### config.mk
export PLATFORM = sky130hd
export DESIGN_NAME = gh_fifo_sync_sr
export DESIGN_NICKNAME = d
export VERILOG_FILES = /design/src/rtl/gh_fifo_sync_sr.sv
export SDC_FILE = /design/constraint.sdc
export NUM_CORES = 1
export LEC_CHECK = 0
export ABC_AREA = 1
export BUFFER_PORTS_ARGS = -buffer_cell sky130_fd_sc_hd__buf_2
export CORE_MARGIN = 4
export CORE_UTILIZATION = 62
export DETAILED_ROUTE_END_ITERATION = 16
export PLACE_DENSITY = 0.81
export SKIP_LAST_GASP = 1
export SLEW_MARGIN = 30
export SYNTH_ARGS = -nofsm -noshare
export SYNTH_HDL_FRONTEND = slang
export SYNTH_SLANG_ARGS = --single-unit
export TNS_END_PERCENT = 10
### constraint.sdc
create_clock -name clk -period 5.52 [get_ports clk]
set_clock_uncertainty 0.15 [all_clocks]
set_input_delay 0.276 -clock clk [delete_from_list [all_inputs] [get_ports clk]]
set_output_delay 0.276 -clock clk [all_outputs]
set_load 0.02 [all_outputs]
### src/rtl/gh_fifo_sync_sr.sv
// rtl/gh_fifo_sync_sr.sv - parametrised show-ahead single-clock FIFO with count, almost flags and trigger
// Optional sticky overflow/underflow flags are enabled by defining GH_FIFO_STICKY_ERR_EN.

module gh_fifo_sync_sr #(
    parameter int WIDTH     = 8,
    parameter int DEPTH     = 16,
    parameter int AW        = $clog2(DEPTH),
    parameter int AF_MARGIN = 2,
    parameter int AE_MARGIN = 2
) (
    input  logic             clk,
    input  logic             rst_n,
    input  logic             srst,
    input  logic             wr,
    input  logic             rd,
    input  logic [WIDTH-1:0] d,
    output logic [WIDTH-1:0] q,
    output logic             empty,
    output logic             full,
    output logic             afull,
    output logic             aempty,
    output logic [AW:0]      count,
    input  logic [AW:0]      trig_lvl,
    output logic             trig,
    output logic             ovf,
    output logic             udf
);

    generate
        if ((DEPTH < 2) || ((DEPTH & (DEPTH - 1)) != 0)) begin : g_bad_depth
            $error("gh_fifo_sync_sr: DEPTH must be a power of two and >= 2");
        end
    endgenerate

    localparam int AF_LVL = DEPTH - AF_MARGIN;
    localparam int AE_LVL = AE_MARGIN;

    logic [WIDTH-1:0] mem [DEPTH];
    logic [AW-1:0]    wr_ptr;
    logic [AW-1:0]    rd_ptr;
    logic             wa;
    logic             ra;

    // srst wins over both strobes, so nothing is accepted on a clearing edge
    assign wa = wr & ~full & ~srst;
    assign ra = rd & ~empty & ~srst;

    always_ff @(posedge clk or negedge rst_n) begin
        if (!rst_n) begin
            wr_ptr <= '0;
            rd_ptr <= '0;
            count  <= '0;
        end else if (srst) begin
            wr_ptr <= '0;
            rd_ptr <= '0;
            count  <= '0;
        end else begin
            if (wa) begin
                wr_ptr <= wr_ptr + AW'(1);
            end
            if (ra) begin
                rd_ptr <= rd_ptr + AW'(1);
            end
            if (wa && !ra) begin
                count <= count + (AW+1)'(1);
            end else if (ra && !wa) begin
                count <= count - (AW+1)'(1);
            end
        end
    end

    always_ff @(posedge clk) begin
        if (wa) begin
            mem[wr_ptr] <= d;
        end
    end

    assign q      = mem[rd_ptr];
    assign empty  = (count == '0);
    assign full   = (32'(count) == DEPTH);
    assign afull  = (32'(count) >= AF_LVL);
    assign aempty = (32'(count) <= AE_LVL);
    assign trig   = (trig_lvl != '0) && (count >= trig_lvl);

`ifdef GH_FIFO_STICKY_ERR_EN
    logic ovf_r;
    logic udf_r;

    // Raw strobes are used so rejected attempts are recorded even when the other side was accepted
    always_ff @(posedge clk or negedge rst_n) begin
        if (!rst_n) begin
            ovf_r <= 1'b0;
            udf_r <= 1'b0;
        end else if (srst) begin
            ovf_r <= 1'b0;
            udf_r <= 1'b0;
        end else begin
            if (wr && full) begin
                ovf_r <= 1'b1;
            end
            if (rd && empty) begin
                udf_r <= 1'b1;
            end
        end
    end

    assign ovf = ovf_r;
    assign udf = udf_r;
`else
    assign ovf = 1'b0;
    assign udf = 1'b0;
`endif

endmodule

# Word-level counts from Yosys, hierarchy flattened
# Memory sizes are Yosys's and may differ from the RTL's.
# Cells that the tools add are included.
[op_classes]
eq_ne = 1
muxes = 9
n_lt_le_gt_ge = 3
reduce_logical = 10
bitwise = 7
addsub = 4
[op_table]
columns = ["cell", "n"]
rows = [
  ["$mux 4", 4],
  ["$mux 5", 3],
  ["$add 4x1->4 const B", 2],
  ["$add 5x1->5 const B", 1],
  ["$eq 5x5->1 const B", 1],
  ["$ge 5x4->1 const B", 1],
  ["$ge 5x5->1", 1],
  ["$le 5x2->1 const B", 1],
  ["$logic_not 5->1", 1],
  ["$reduce_bool 5->1", 1],
  ["$sub 5x1->5 const B", 1],
  ["$and 1x1->1", 4],
  ["$reduce_bool 2->1", 2],
  ["$logic_and 1x1->1", 3],
  ["$not 1->1", 3],
  ["$reduce_bool 3->1", 1],
  ["$logic_not 1->1", 2],
  ["$mux 1", 2],
]
[totals]
word_cells = 38
n_memories = 1
reg_bits = 13
input_bits = 18
mem_bits_rw = 128
out_inout_bits = 20
[mem_list]
columns = ["name", "words", "width", "read_ports", "rd_ports_with_merged_regs", "write_ports", "line", "rtl"]
rows = [
  ["mem", 16, 8, 1, 0, 1, "38", "logic [WIDTH-1:0] mem [DEPTH];"],
]

# Logic depth before layout (Yosys ltp)
[logic_depth]
depth_word = 9
ltp_mapped = 15
ltp_nobuf = 15

# Worst setup path before layout
# Ideal clock, no wire load.
[synth_path]
kind = "reg2reg"
from = "reg count[0]"
to = "reg count[4]"
arrival_time_ns = 1.934
slack_ns = 3.319
stages_incl_launch_ff = 15
synth_period_minus_slack_ns = 2.201
setup_time_ns = 0.117
n_path_buf = 0
cell_sequence = "dfrtp_1 > nor2_2 > nand3_2 > nand2_4 > nor2_4 > nand2_4 > fa_1 > nand3_1 > nand3_1 > nand2_1 > inv_1 > nand2_1 > nand2_1 > nand2_1 > nand2_1"
[synth_via]
elab_chain_cells = 8
[synth_lines]
columns = ["item", "line", "rtl"]
rows = [
  ["from (decl)", "22", "output logic [AW:0] count,"],
  ["from (signal assigned)", "65", "count <= count + (AW+1)'(1);"],
  ["from (signal assigned)", "67", "count <= count - (AW+1)'(1);"],
  ["parallel branches: the longest is 8 deep, another holds $sub 5x1->5", "n/a", ""],
]
# Several ways; the timed one is not identified. The select of a mux whose other input is x is not followed.
# A chain may end at the register's enable or synchronous reset.

# Final worst setup path
[layout_path]
from = "reg rd_ptr[0]"
to = "out q[3]"
[layout_via]
elab_chain_cells = 1
[layout_lines]
columns = ["item", "line", "rtl"]
rows = [
  ["from (decl)", "40", "logic [AW-1:0] rd_ptr;"],
  ["from (signal assigned)", "62", "rd_ptr <= rd_ptr + AW'(1);"],
  ["$mem_v2 16x8", "n/a", ""],
  ["to (decl)", "17", "output logic [WIDTH-1:0] q,"],
]
# No other way between the ends.

==> results_dict.tcl <==
set metrics [dict create \
    grt_pass1_wl_um 23100 \
    gp_congestion 0.839 \
    synth-main-ff-cell "edfxtp_1" \
    path_max_fanout 66 \
    ys_async_sr_fraction_pct 9.22 \
    hpwlAfterDp_um 8380 \
    swShare_pct 30.6 \
    setup_violations 0 \
    final_hold_viol_count 0 \
    initial_core_util_pct 63.1 \
    core_area_um2 9730 \
    grt_max_degree 67 \
    slew_headroom_pct 35.5 \
    timing.max_cap.violations 0 \
    synthToLayoutAreaGrowth_pct 16.0 \
    postRouteAntennaNets 0 \
    p_leak_nw 2.58 \
    crit_type "flop to output port" \
    netlist_instances 511 \
    synth_area_um2 6140 \
    placed_cells 656 \
    drt-initial-drc-count 597 \
    hold_path_class "primary input to async pin" \
    p_sw_mw 0.997 \
    rsz0062_at_grt "false" \
    pwr-share-comb_pct 23.0 \
    port_buffers 35 \
    startpoint_type "flop" \
    synth_cell_types 31 \
    hold_buffers 10 \
    fp-row-count 36 \
    htree_levels 4 \
    synth_most_common_cell "edfxtp_1" \
    synth_commonest_cells "128 x edfxtp_1, 104 x nor2_1, 60 x o21ai_0" \
    fin_crit_ps 3150 \
    stdcell_count 697 \
    synth_area_per_cell_um2 12.0 \
    internal_power_mw 2.26 \
    synthTopCellsByArea "edfxtp_1 63%, nor2_1 6.4%, dfrtp_1 5.3%" \
    drt-pass1-iter-count 6 \
    nNetsFinal 585 \
    yosysSeqAreaShare_pct 67.9 \
    fp.dieW_um 108 \
    p_seq_share_pct 38.1 \
    nFillCells 621 \
    clock_latency_ps 520 \
    yosys.area.top_type "edfxtp_1" \
    critPathRequiredTime_ps 5090 \
    cts.repair.resized 0 \
    final.setup.tns_ps 0 \
    cts_inserted_buffers 17 \
    overflow 0 \
    fmax_mhz 318 \
    end_kind "output port" \
    ys_ff_latch 141 \
    wl_per_cell_um 21.6 \
    cts_buffer_depth 2 \
    post_cts_buffers 0 \
    via_per_inst 6.27 \
    drive_above_1_share_pct 16.5 \
    clk_pin_slew_ps 60 \
    ir_drop_mv 0.314 \
    arrival_ps 2720 \
    r2r_slack_ps 3170 \
    drc 0 \
    cellPowerDensity_nw_per_um2 458 \
    ios 38 \
    drt-total-wl_um 15100 \
    fin_crit_sh_pct 57.0 \
    netlist.area_leader.share_pct 62.6 \
    fp.dieH_um 108 \
    pwr-share-clk_pct 38.8 \
    grt_pass1_vias 4289 \
    cts.sinks 141 \
    p_total_mw 3.26 \
    outcome "finished, final reports clean" \
    fp.dieArea_um2 11600 \
    yosys_warnings 0 \
    cts-root-buf "clkbuf_8" \
    diodes 0 \
    via_count 4372 \
    synth_edf_count 128 \
    antenna_found_initial 0 \
    drv_slew 0 \
    track_usage_pct 27.1 \
    tritoncts "built" \
    tightest_slew_ps 963 \
]
## worst max-delay path, cell delays in order, from the launching register on
cell	delay, ps
dfrtp_2	360
clkinv_2	640
o21ai_0	540
o221ai_1	210
nand3_1	180
nand2_1	70
buf_2	160
## worst paths after layout
check	to	cells past startpoint	from
worst max-delay path	q[3]	6	rd_ptr[0]
worst min-delay path	wr_ptr[1]	2	rst_n
worst max register to register	mem[12][2]	6	count[1]
worst min register to register	count[3]	2	count[3]
max in group asynchronous	rd_ptr[0]	2	rst_n
min in group clk	mem[2][6]	1	d[6]
## metrics by stage
step           utilization, %  setup WS, ps  area (µm²)  hold WS (ps)
2_1_floorplan               -          3320        6140          -170
3_3_place_gp             65.3          3170        6360          24.4
3_5_place_dp             65.3          3050        6360          29.8
4_1_cts                  73.1          2420        7110          8.12
5_1_grt                  73.2          2220        7120          4.36
6_report                 73.2          2370        7120          17.9
## cell usage in the layout (no fill, tap or decap), types with 3 or more instances in the layout
cell	instances
edfxtp_1	128
nor2_1	103
o21ai_0	60
nand2_1	36
buf_2	35
nand3_1	29
o211ai_1	17
o221ai_1	16
clkbuf_16	16
inv_1	15
ha_1	14
o21ai_1	12
dfrtp_1	12
dlygate4sd3_1	10
a21oi_1	7
nand2_4	6
bufinv_16	6
inv_2	5
nor2_2	3
nand4_1	3
clkinvlp_4	3
clkinv_4	3
buf_4	3
## flip-flops by register name (all words and copies together), names as in the netlist
| register | flops |
|---|---|
| count | 5 |
| mem | 128 |
| rd_ptr | 4 |
| wr_ptr | 4 |
## power groups by stage
stage          Clock (mW)  Sequential [mW]  Combinational (mW)
5_1_grt              1.31             1.25               0.823
2_1_floorplan           0             1.27               0.521
3_3_place_gp            0             1.26               0.686
3_5_place_dp            0             1.26               0.725
4_1_cts              1.26             1.24               0.745
6_report             1.27             1.24               0.751
## cell type report
cell class | instances | area, µm² | share of cell area [%]
Sequential cell | 141 | 4170 | 58.6
Multi-Input combinational cell | 322 | 1740 | 24.5
Clock buffer | 17 | 414 | 5.82
Timing Repair Buffer | 48 | 298 | 4.18
Clock inverter | 14 | 243 | 3.41
Tap cell | 133 | 166 | 2.34
Inverter | 22 | 83.8 | 1.18
## logic make-up after synthesis
kind of cell    synth area share, %
compound gates                 11.4
xor+xnor                      0.285
fa+ha+maj                      3.18
buf+inv                        3.79
flops                          67.9
other cells                  0.0611
simple gates                   13.4
## routing by layer
metal | track usage [%] | wire, µm | part of all wire [%]
met1 | 34.4 | 5510 | 37
met2 | 47.3 | 7810 | 52
met3 | 5.70 | 1430 | 9.5
met4 | 7.30 | 296 | 2.0
met5 | 0 | 0 | 0
Note: power is estimated with default switching activity, not from simulation.
